===== config.mk =====
export PLATFORM = sky130hd
export DESIGN_NAME = sd_img_store
export DESIGN_NICKNAME = d
export VERILOG_FILES = /design/src/rtl/sd_img_store.sv
export SDC_FILE = /design/constraint.sdc
export NUM_CORES = 1
export LEC_CHECK = 0
export BUFFER_PORTS_ARGS = -buffer_cell sky130_fd_sc_hd__buf_4
export CORE_ASPECT_RATIO = 1.5
export CORE_MARGIN = 2
export CORE_UTILIZATION = 46
export CTS_CLUSTER_DIAMETER = 150
export DETAILED_ROUTE_END_ITERATION = 6
export HOLD_SLACK_MARGIN = 0.03
export PLACE_DENSITY = 0.78
export SLEW_MARGIN = 20
export SYNTH_ARGS = -nofsm -noshare
export SYNTH_HDL_FRONTEND = slang
export SYNTH_SLANG_ARGS = --single-unit

===== constraint.sdc =====
create_clock -name clk -period 3.5 [get_ports clk]
set_input_delay 0.35 -clock clk [delete_from_list [all_inputs] [get_ports clk]]
set_output_delay 0.35 -clock clk [all_outputs]
set_load 0.01 [all_outputs]

===== src/rtl/sd_img_store.sv =====
// sd_img_store: saves and loads fixed-size images in numbered SD card slots, keeping the next free slot in a header sector
module sd_img_store #(
    parameter int IMG_SECS  = 2000,
    parameter int MAX_SLOTS = 16,
    parameter int HDR_ADDR  = 0,
    parameter int BASE_ADDR = 1,
    parameter int SEC_WORDS = 256,
    parameter int FIFO_AW   = 10,
    localparam int SLOT_W   = $clog2(MAX_SLOTS)
) (
    input  logic              clk,
    input  logic              rst_n,
    input  logic              sd_init_done,
    input  logic              save_req,
    input  logic              load_req,
    input  logic [SLOT_W-1:0] load_slot,
    input  logic              wr_busy,
    input  logic              rd_busy,
    input  logic [15:0]       rd_data,
    input  logic              rd_data_valid,
    input  logic [FIFO_AW:0]  wfifo_cnt,
    input  logic [FIFO_AW:0]  rfifo_free,
    output logic              wr_start_en,
    output logic [31:0]       wr_sec_addr,
    output logic              wr_sel,
    output logic [15:0]       hdr_wr_data,
    output logic              rd_start_en,
    output logic [31:0]       rd_sec_addr,
    output logic              rd_sel,
    output logic              busy,
    output logic              save_done,
    output logic              load_done,
    output logic              err,
    output logic [SLOT_W-1:0] cur_slot,
    output logic [2:0]        state_o
);
    typedef enum logic [2:0] {IDLE, HDR_RD, IMG_WR, HDR_WR, IMG_RD} state_t;

    state_t            state;
    logic              pending;
    logic              pend_wr;
    logic              wr_busy_q;
    logic              rd_busy_q;
    logic              hdr_cap;
    logic [11:0]       sec_cnt;
    logic              sec_done;
    logic              can_go;
    logic              last;
    logic              slot_ok;
    logic [31:0]       img_addr;
    logic [SLOT_W-1:0] hdr_slot;
    logic [SLOT_W-1:0] nxt_slot;

    // a sector completes when the engine we started drops its busy
    assign sec_done = pending & (pend_wr ? (wr_busy_q & ~wr_busy) : (rd_busy_q & ~rd_busy));
    assign can_go   = ~pending & ~wr_busy & ~rd_busy;
    assign last     = sec_cnt == 12'(IMG_SECS - 1);
    assign slot_ok  = 32'(load_slot) < MAX_SLOTS;
    assign img_addr = 32'(BASE_ADDR) + 32'(cur_slot) * 32'(IMG_SECS) + 32'(sec_cnt);
    assign hdr_slot = (32'(rd_data) < MAX_SLOTS) ? SLOT_W'(rd_data) : '0;
    assign nxt_slot = (32'(cur_slot) == MAX_SLOTS - 1) ? '0 : cur_slot + 1'b1;
    assign busy     = state != IDLE;
    assign state_o  = state;

    always_ff @(posedge clk or negedge rst_n) begin
        if (!rst_n) begin
            state       <= IDLE;
            pending     <= 1'b0;
            pend_wr     <= 1'b0;
            wr_busy_q   <= 1'b0;
            rd_busy_q   <= 1'b0;
            hdr_cap     <= 1'b0;
            sec_cnt     <= '0;
            wr_start_en <= 1'b0;
            rd_start_en <= 1'b0;
            wr_sec_addr <= '0;
            rd_sec_addr <= '0;
            wr_sel      <= 1'b0;
            rd_sel      <= 1'b0;
            hdr_wr_data <= '0;
            save_done   <= 1'b0;
            load_done   <= 1'b0;
            err         <= 1'b0;
            cur_slot    <= '0;
        end else begin
            wr_busy_q   <= wr_busy;
            rd_busy_q   <= rd_busy;
            wr_start_en <= 1'b0;
            rd_start_en <= 1'b0;
            save_done   <= 1'b0;
            load_done   <= 1'b0;
            err         <= 1'b0;
            if (sec_done)
                pending <= 1'b0;
            if (!sd_init_done) begin
                state       <= IDLE;
                pending     <= 1'b0;
                sec_cnt     <= '0;
                wr_sel      <= 1'b0;
                rd_sel      <= 1'b0;
                hdr_wr_data <= '0;
            end else begin
                case (state)
                    IDLE: begin
                        if (save_req) begin
                            state    <= HDR_RD;
                            rd_sel   <= 1'b0;
                            hdr_cap  <= 1'b0;
                            cur_slot <= '0;
                        end else if (load_req) begin
                            if (slot_ok) begin
                                state    <= IMG_RD;
                                cur_slot <= load_slot;
                                rd_sel   <= 1'b1;
                                sec_cnt  <= '0;
                            end else
                                err <= 1'b1;
                        end
                    end
                    HDR_RD: begin
                        if (can_go) begin
                            rd_start_en <= 1'b1;
                            rd_sec_addr <= 32'(HDR_ADDR);
                            pending     <= 1'b1;
                            pend_wr     <= 1'b0;
                        end
                        if (pending && rd_data_valid && !hdr_cap) begin
                            hdr_cap  <= 1'b1;
                            cur_slot <= hdr_slot;
                        end
                        if (sec_done) begin
                            state   <= IMG_WR;
                            sec_cnt <= '0;
                        end
                    end
                    IMG_WR: begin
                        if (can_go && 32'(wfifo_cnt) >= SEC_WORDS) begin
                            wr_start_en <= 1'b1;
                            wr_sec_addr <= img_addr;
                            pending     <= 1'b1;
                            pend_wr     <= 1'b1;
                        end
                        if (sec_done) begin
                            sec_cnt <= last ? '0 : sec_cnt + 12'd1;
                            if (last) begin
                                state       <= HDR_WR;
                                wr_sel      <= 1'b1;
                                hdr_wr_data <= 16'(nxt_slot);
                            end
                        end
                    end
                    HDR_WR: begin
                        if (can_go) begin
                            wr_start_en <= 1'b1;
                            wr_sec_addr <= 32'(HDR_ADDR);
                            pending     <= 1'b1;
                            pend_wr     <= 1'b1;
                        end
                        if (sec_done) begin
                            state       <= IDLE;
                            save_done   <= 1'b1;
                            wr_sel      <= 1'b0;
                            hdr_wr_data <= '0;
                        end
                    end
                    IMG_RD: begin
                        if (can_go && 32'(rfifo_free) >= SEC_WORDS) begin
                            rd_start_en <= 1'b1;
                            rd_sec_addr <= img_addr;
                            pending     <= 1'b1;
                            pend_wr     <= 1'b0;
                        end
                        if (sec_done) begin
                            sec_cnt <= last ? '0 : sec_cnt + 12'd1;
                            if (last) begin
                                state     <= IDLE;
                                load_done <= 1'b1;
                                rd_sel    <= 1'b0;
                            end
                        end
                    end
                    default: state <= IDLE;
                endcase
            end
        end
    end
endmodule


# Word-level counts from Yosys, hierarchy flattened
# Index checks and enable logic that the tools add are counted.
# word_totals
inputBits	50
regBits	110
out_inout_bits	95
# op_classes
n_bitwise	8
add_sub_neg	4
muxes	73
reduce_logical	22
eq_ne	26
n_lt_le_gt_ge	3
mul	1
# ops
cell	count
one-hot mux 32 bit (2 select lines)	2
2-to-1 mux 32 bit	3
2-to-1 mux 12 bit	6
2-to-1 mux 16 bit	4
one-hot mux 12 bit (3 select lines)	1
2-to-1 mux 1 bit	33
one-hot mux 16 bit (2 select lines)	1
2-to-1 mux 3 bit	9
inequality test 3 bit (second input constant)	9
AND reduction 4 bit	6
greater-or-equal comparator 11 x 9 -> 1 bit (second input constant)	2
2-to-1 mux 4 bit	5
adder 16 x 12 -> 17 bit	1
adder 1 x 15 -> 16 bit (first input constant)	1
< comparator 16 x 5 -> 1 bit (second input constant)	1
one-hot mux 3 bit (5 select lines)	1
adder 12 x 1 -> 12 bit (second input constant)	1
equality test 12 x 11 -> 1 bit (second input constant)	1
inequality test 2 bit (second input constant)	6
multiplier 4 x 7 -> 11 bit (second input constant)	1
one-hot mux 1 bit (2 select lines)	5
one-hot mux 4 bit (2 select lines)	1
AND reduction 7 bit	1
equality test 3 x 2 -> 1 bit (second input constant)	2
other kinds (21)	34

# Depth between registers and ports, before layout
# depth
depth_word	8
depth_mapped	16

# Least setup slack after synthesis
# No wires, ideal clock.
# synth_timing
path_type	flip-flop to flip-flop
startpoint	reg cur_slot[2]
endpoint	reg wr_sec_addr[12]
t_required_ns	3.379
setup_ns	0.121
path_stages_with_launch	15
slack_ns	-0.142
arrival_ns	3.521
path_cell_list	dfrtp_1 -> fa_1 -> fa_1 -> ha_1 -> nand2b_1 -> nand2b_1 -> a21oi_1 -> xor2_1 -> ha_1 -> nand2_1 -> nor2_1 -> a211oi_1 -> o31a_1 -> xor2_1 -> a22o_1
# synth_via
elab_chain_len	5
# synth_lines
item	line	source
start, declared	34	output logic [SLOT_W-1:0] cur_slot,
start signal, assigned	113	cur_slot <= load_slot;
start signal, assigned	129	cur_slot <= hdr_slot;
multiplier 4 x 7 -> 11 bit	59	assign img_addr = 32'(BASE_ADDR) + 32'(cur_slot) * 32'(IMG_SECS) + 32'(sec_cnt);
adder 1 x 15 -> 16 bit	59	
adder 16 x 12 -> 17 bit	59	
2-to-1 mux 32 bit	137	if (can_go && 32'(wfifo_cnt) >= SEC_WORDS) begin
one-hot mux 32 bit (2 select lines)	103	case (state)
end signal, assigned	139	wr_sec_addr <= img_addr;
end signal, assigned	155	wr_sec_addr <= 32'(HDR_ADDR);
end, declared	24	output logic [31:0] wr_sec_addr,
# No other way between the ends. The select of a mux whose other input is x is not followed.
# A chain may end at the register's enable or synchronous reset.

# Worst setup path in the final report
# layout_timing
startpoint	reg cur_slot[3]
endpoint	reg rd_sec_addr[14]
# layout_via
elab_chain_len	5
# layout_lines
item	line	source
multiplier 4 x 7 -> 11 bit	59	
adder 1 x 15 -> 16 bit	59	
adder 16 x 12 -> 17 bit	59	
2-to-1 mux 32 bit	167	if (can_go && 32'(rfifo_free) >= SEC_WORDS) begin
one-hot mux 32 bit (2 select lines)	103	
end signal, assigned	123	rd_sec_addr <= 32'(HDR_ADDR);
end signal, assigned	169	rd_sec_addr <= img_addr;
end, declared	28	output logic [31:0] rd_sec_addr,
# No other way between the ends. The select of a mux whose other input is x is not followed.

==> flow_metrics.py <==
metrics = {
    "power_and_ir_drop": {
        "power.static_leakage_nw": 2.69,
        "irDropWorstVdd_uv": 912,
        "power_density_nw_per_um2": 1210,
    },
    "yosys": {
        "synthCells": 456,
        "synth_top_cell_by_area": "dfrtp_1",
        "ys_warn_count": 0,
        "synthMuxAreaShare": 0.0122,
        "async_flop_share": 1.00,
        "synthAdderAreaFrac": 0.108,
        "yosys_register_bits": 66,
        "synth_area_leaders": "dfrtp_1, buf_4, ha_1, o31ai_1, nand2_1",
        "synth_top_family_by_area": "compound AO/OA/AOI/OAI gates",
        "syn_area_per_cell_sq_um": 9.46,
        "syn_area_sq_um": 4310,
        "synth-xor-area-share": 0.0447,
        "synth_cell_type_count": 61,
        "yosys.area.top_type_share": 0.383,
        "synth_compound_gate_area_share": 0.190,
        "yosysSeqAreaShare": 0.383,
        "synth_edf_count": 0,
        "ys.flop_type": "dfrtp_1",
        "yosys.area_share.simple": 0.153,
    },
    "detailed_routing": {
        "wirelength_um": 10000,
        "wl_met3_um": 506,
        "wire_per_inst_um": 14.7,
        "vias": 3683,
        "firstDrtPassIters": 4,
        "drt_iter0_markers": 219,
        "dr_wl_met2_um": 5360,
        "dr.max_layer_used": "met4",
        "ant_nets": 0,
        "drc": 0,
        "wl_met1_um": 3960,
        "vias_per_cell": 5.40,
    },
    "floorplanning": {
        "io_pins": 145,
        "die-area_sq_um": 10200,
        "dieWidth_um": 83.1,
        "start_util": 0.469,
        "num_rows": 43,
        "dieHeight_um": 123,
        "core_area_sq_um": 9200,
    },
    "sta": {
        "holdWs_ps": 101,
        "finalCritPeriodShare": 1.02,
        "timing.fmax_ghz": 0.279,
        "setup_viol": 5,
        "period_needed_ps": 3580,
        "tns_ps": -128,
        "worst_pin_slew_ps": 824,
        "slew_violations": 0,
        "fin_skew_ps": 4.75,
        "maxSlewHeadroom": 0.450,
        "hold_violations": 0,
        "setup_ws_ps": -83.7,
        "rsz0062_at_grt": "yes",
    },
    "clock_network": {
        "root_buffer": "clkbuf_16",
        "cts.sinks": 66,
        "clk_pin_slew_ps": 50,
        "clockBufferDepth": 2,
        "hold_buffers": 0,
        "clk-insertion-delay-late_ps": 330,
        "cts_tree": "built",
        "cts_buffers": 9,
        "htree_num_levels": 3,
    },
    "critical_path": {
        "critPathMaxStageDelay_ps": 600,
        "crit_type": "register to register",
        "cp_slowest_cell": "fa_2",
        "worstPathArrival_ps": 3820,
        "crit_fanout": 4,
        "r2r_cells": 12,
        "crit_family": "adder cells",
        "r2r_start": "cur_slot[3]$_DFFE_PN0P_",
        "r2r_setup_slack_ps": -80,
        "critPathBufInv": 0,
        "reg2reg_to": "rd_sec_addr[14]$_DFFE_PN0P_",
        "worstPathRequired_ps": 3740,
        "crit_chain": "fa_2 -> fa_1 -> ha_4 -> nand2b_4 -> nand2b_4 -> a21oi_2 -> xor2_1 -> ha_1 -> nand2_2 -> o31a_1 -> o31a_1 -> o31ai_2",
        "crit_path_start_kind": "register",
        "end_kind": "register",
    },
    "cells_and_area": {
        "drive_gt1_frac": 0.279,
        "insertedDiodeCount": 0,
        "fin_cells": 682,
        "final_nets": 648,
        "fill_cells": 757,
        "synthToLayoutAreaGrowth_pct": 27.2,
    },
    "place": {
        "io_buffers": 83,
        "dp.final_hpwl_um": 7600,
        "place_inst": 662,
        "gp_congestion": 0.835,
        "place_ws_ps": -152,
    },
    "global_route": {
        "grt_max_degree": 67,
        "antenna_found_initial": 0,
        "track_usage": 0.198,
        "grt_pass1_wl_um": 16500,
        "grt_overflow": 0,
        "grt_pass1_vias": 3594,
    },
    "outcome": {
        "violations": "negative setup slack",
        "run_status": "finished, violations left",
    },
    "run": {
        "maxCapViolations": 0,
    },
    "worst_hold_path": {
        "hold_class": "primary input to async pin",
    },
}
==> routing by layer <==
metal,global-route usage,vias up
li1,-,1755
met1,0.232,1779
met2,0.365,137
met3,0.0256,12
met4,0.0799,0
met5,0,-
==> power by group <==
group | internal, W | total, W | leakage, nW | switching [W]
Clock | 0.000608 | 0.000925 | 0.153 | 0.000317
Combinational | 0.00226 | 0.00459 | 1.65 | 0.00233
Sequential | 0.000927 | 0.00110 | 0.889 | 0.000176
==> worst max path at each step <==
stage | cells after the start | end | startpoint | slack [ps]
2_1_floorplan | 14 | wr_sec_addr[12]$_DFFE_PN0P_ | cur_slot[3]$_DFFE_PN0P_ | 5
3_3_place_gp | 14 | wr_sec_addr[12]$_DFFE_PN0P_ | cur_slot[3]$_DFFE_PN0P_ | -30
3_5_place_dp | 14 | wr_sec_addr[12]$_DFFE_PN0P_ | cur_slot[3]$_DFFE_PN0P_ | -150
4_1_cts | 14 | wr_sec_addr[12]$_DFFE_PN0P_ | cur_slot[2]$_DFFE_PN0P_ | -30
5_1_grt | 12 | rd_sec_addr[14]$_DFFE_PN0P_ | cur_slot[3]$_DFFE_PN0P_ | -210
6_report | 12 | rd_sec_addr[14]$_DFFE_PN0P_ | cur_slot[3]$_DFFE_PN0P_ | -80
==> kinds of logic after synthesis <==
group / after synthesis
other: 1
adder cells (fa/ha/maj): 33
multiplexers: 5
buffers and inverters: 78
XOR/XNOR: 22
flip-flops: 66
AO/OA/AOI/OAI: 119
AND/OR/NAND/NOR: 132
==> repair_timing <==
item                                    in CTS  in global routing
hold endpoints to repair                     0                  0
gates resized for setup                      6                 12
setup buffers                                1                  3
endpoints found under the setup margin       8                  8
pin swaps                                   13                 12
==> area by class of cell <==
| cell class | instances | area (sq um) | share of cell area |
|---|---|---|---|
| clock buffer | 14 | 274 | 0.0499 |
| clock inverter | 2 | 35.0 | 0.00638 |
| inverter | 21 | 78.8 | 0.0144 |
| multi-input combinational | 356 | 2470 | 0.450 |
| sequential | 66 | 1660 | 0.302 |
| tap | 112 | 140 | 0.0255 |
| timing repair buffer | 111 | 833 | 0.152 |
==> placed cells by master (no fill, tap or decap), drive strengths merged, types with 14 or more instances in the layout <==
master  count
buf       111
nand2      43
a21oi      21
conb       45
o31ai      23
o21ai      30
dfrtp      66
nor2       29
clkbuf     14
inv        21
ha         26
==> cell usage after synthesis, drive strengths merged, types with 3 or more instances <==
cell	number
nor3b	3
fa	7
inv	21
and3	3
nor4	6
nor2b	8
nand3b	3
buf	50
o31a	4
or3	6
nand3	10
mux2i	3
a21o	4
o31ai	23
nand2	43
nand2b	3
nand4	3
xor2	10
nor3	7
a21oi	21
clkbuf	7
o21ai	30
a22o	13
ha	26
dfrtp	66
a211oi	4
nor2	29
xnor2	12
a221oi	3
==> stage by stage <==
| step | utilization | cell area [sq um] | total power [W] |
|---|---|---|---|
| finish | 0.597 | 5490 | 0.00662 |
| global route | 0.597 | 5490 | 0.00713 |
| CTS | 0.589 | 5420 | 0.00626 |
| detailed placement | 0.552 | 5080 | 0.00511 |
| global placement | 0.552 | 5080 | 0.00494 |
| floorplan | - | 4520 | 0.00373 |
==> state kept, by name (all words and copies together), names as in the netlist <==
name and flops:
cur_slot 4, hdr_cap 1, hdr_wr_data 4, load_done 1, pend_wr 1, pending 1, rd_busy_q 1, rd_sec_addr 16
rd_sel 1, rd_start_en 1, save_done 1, sec_cnt 12, state_o 3, wr_busy_q 1, wr_sec_addr 16, wr_sel 1
wr_start_en 1
(Power assumes the default switching activity.)
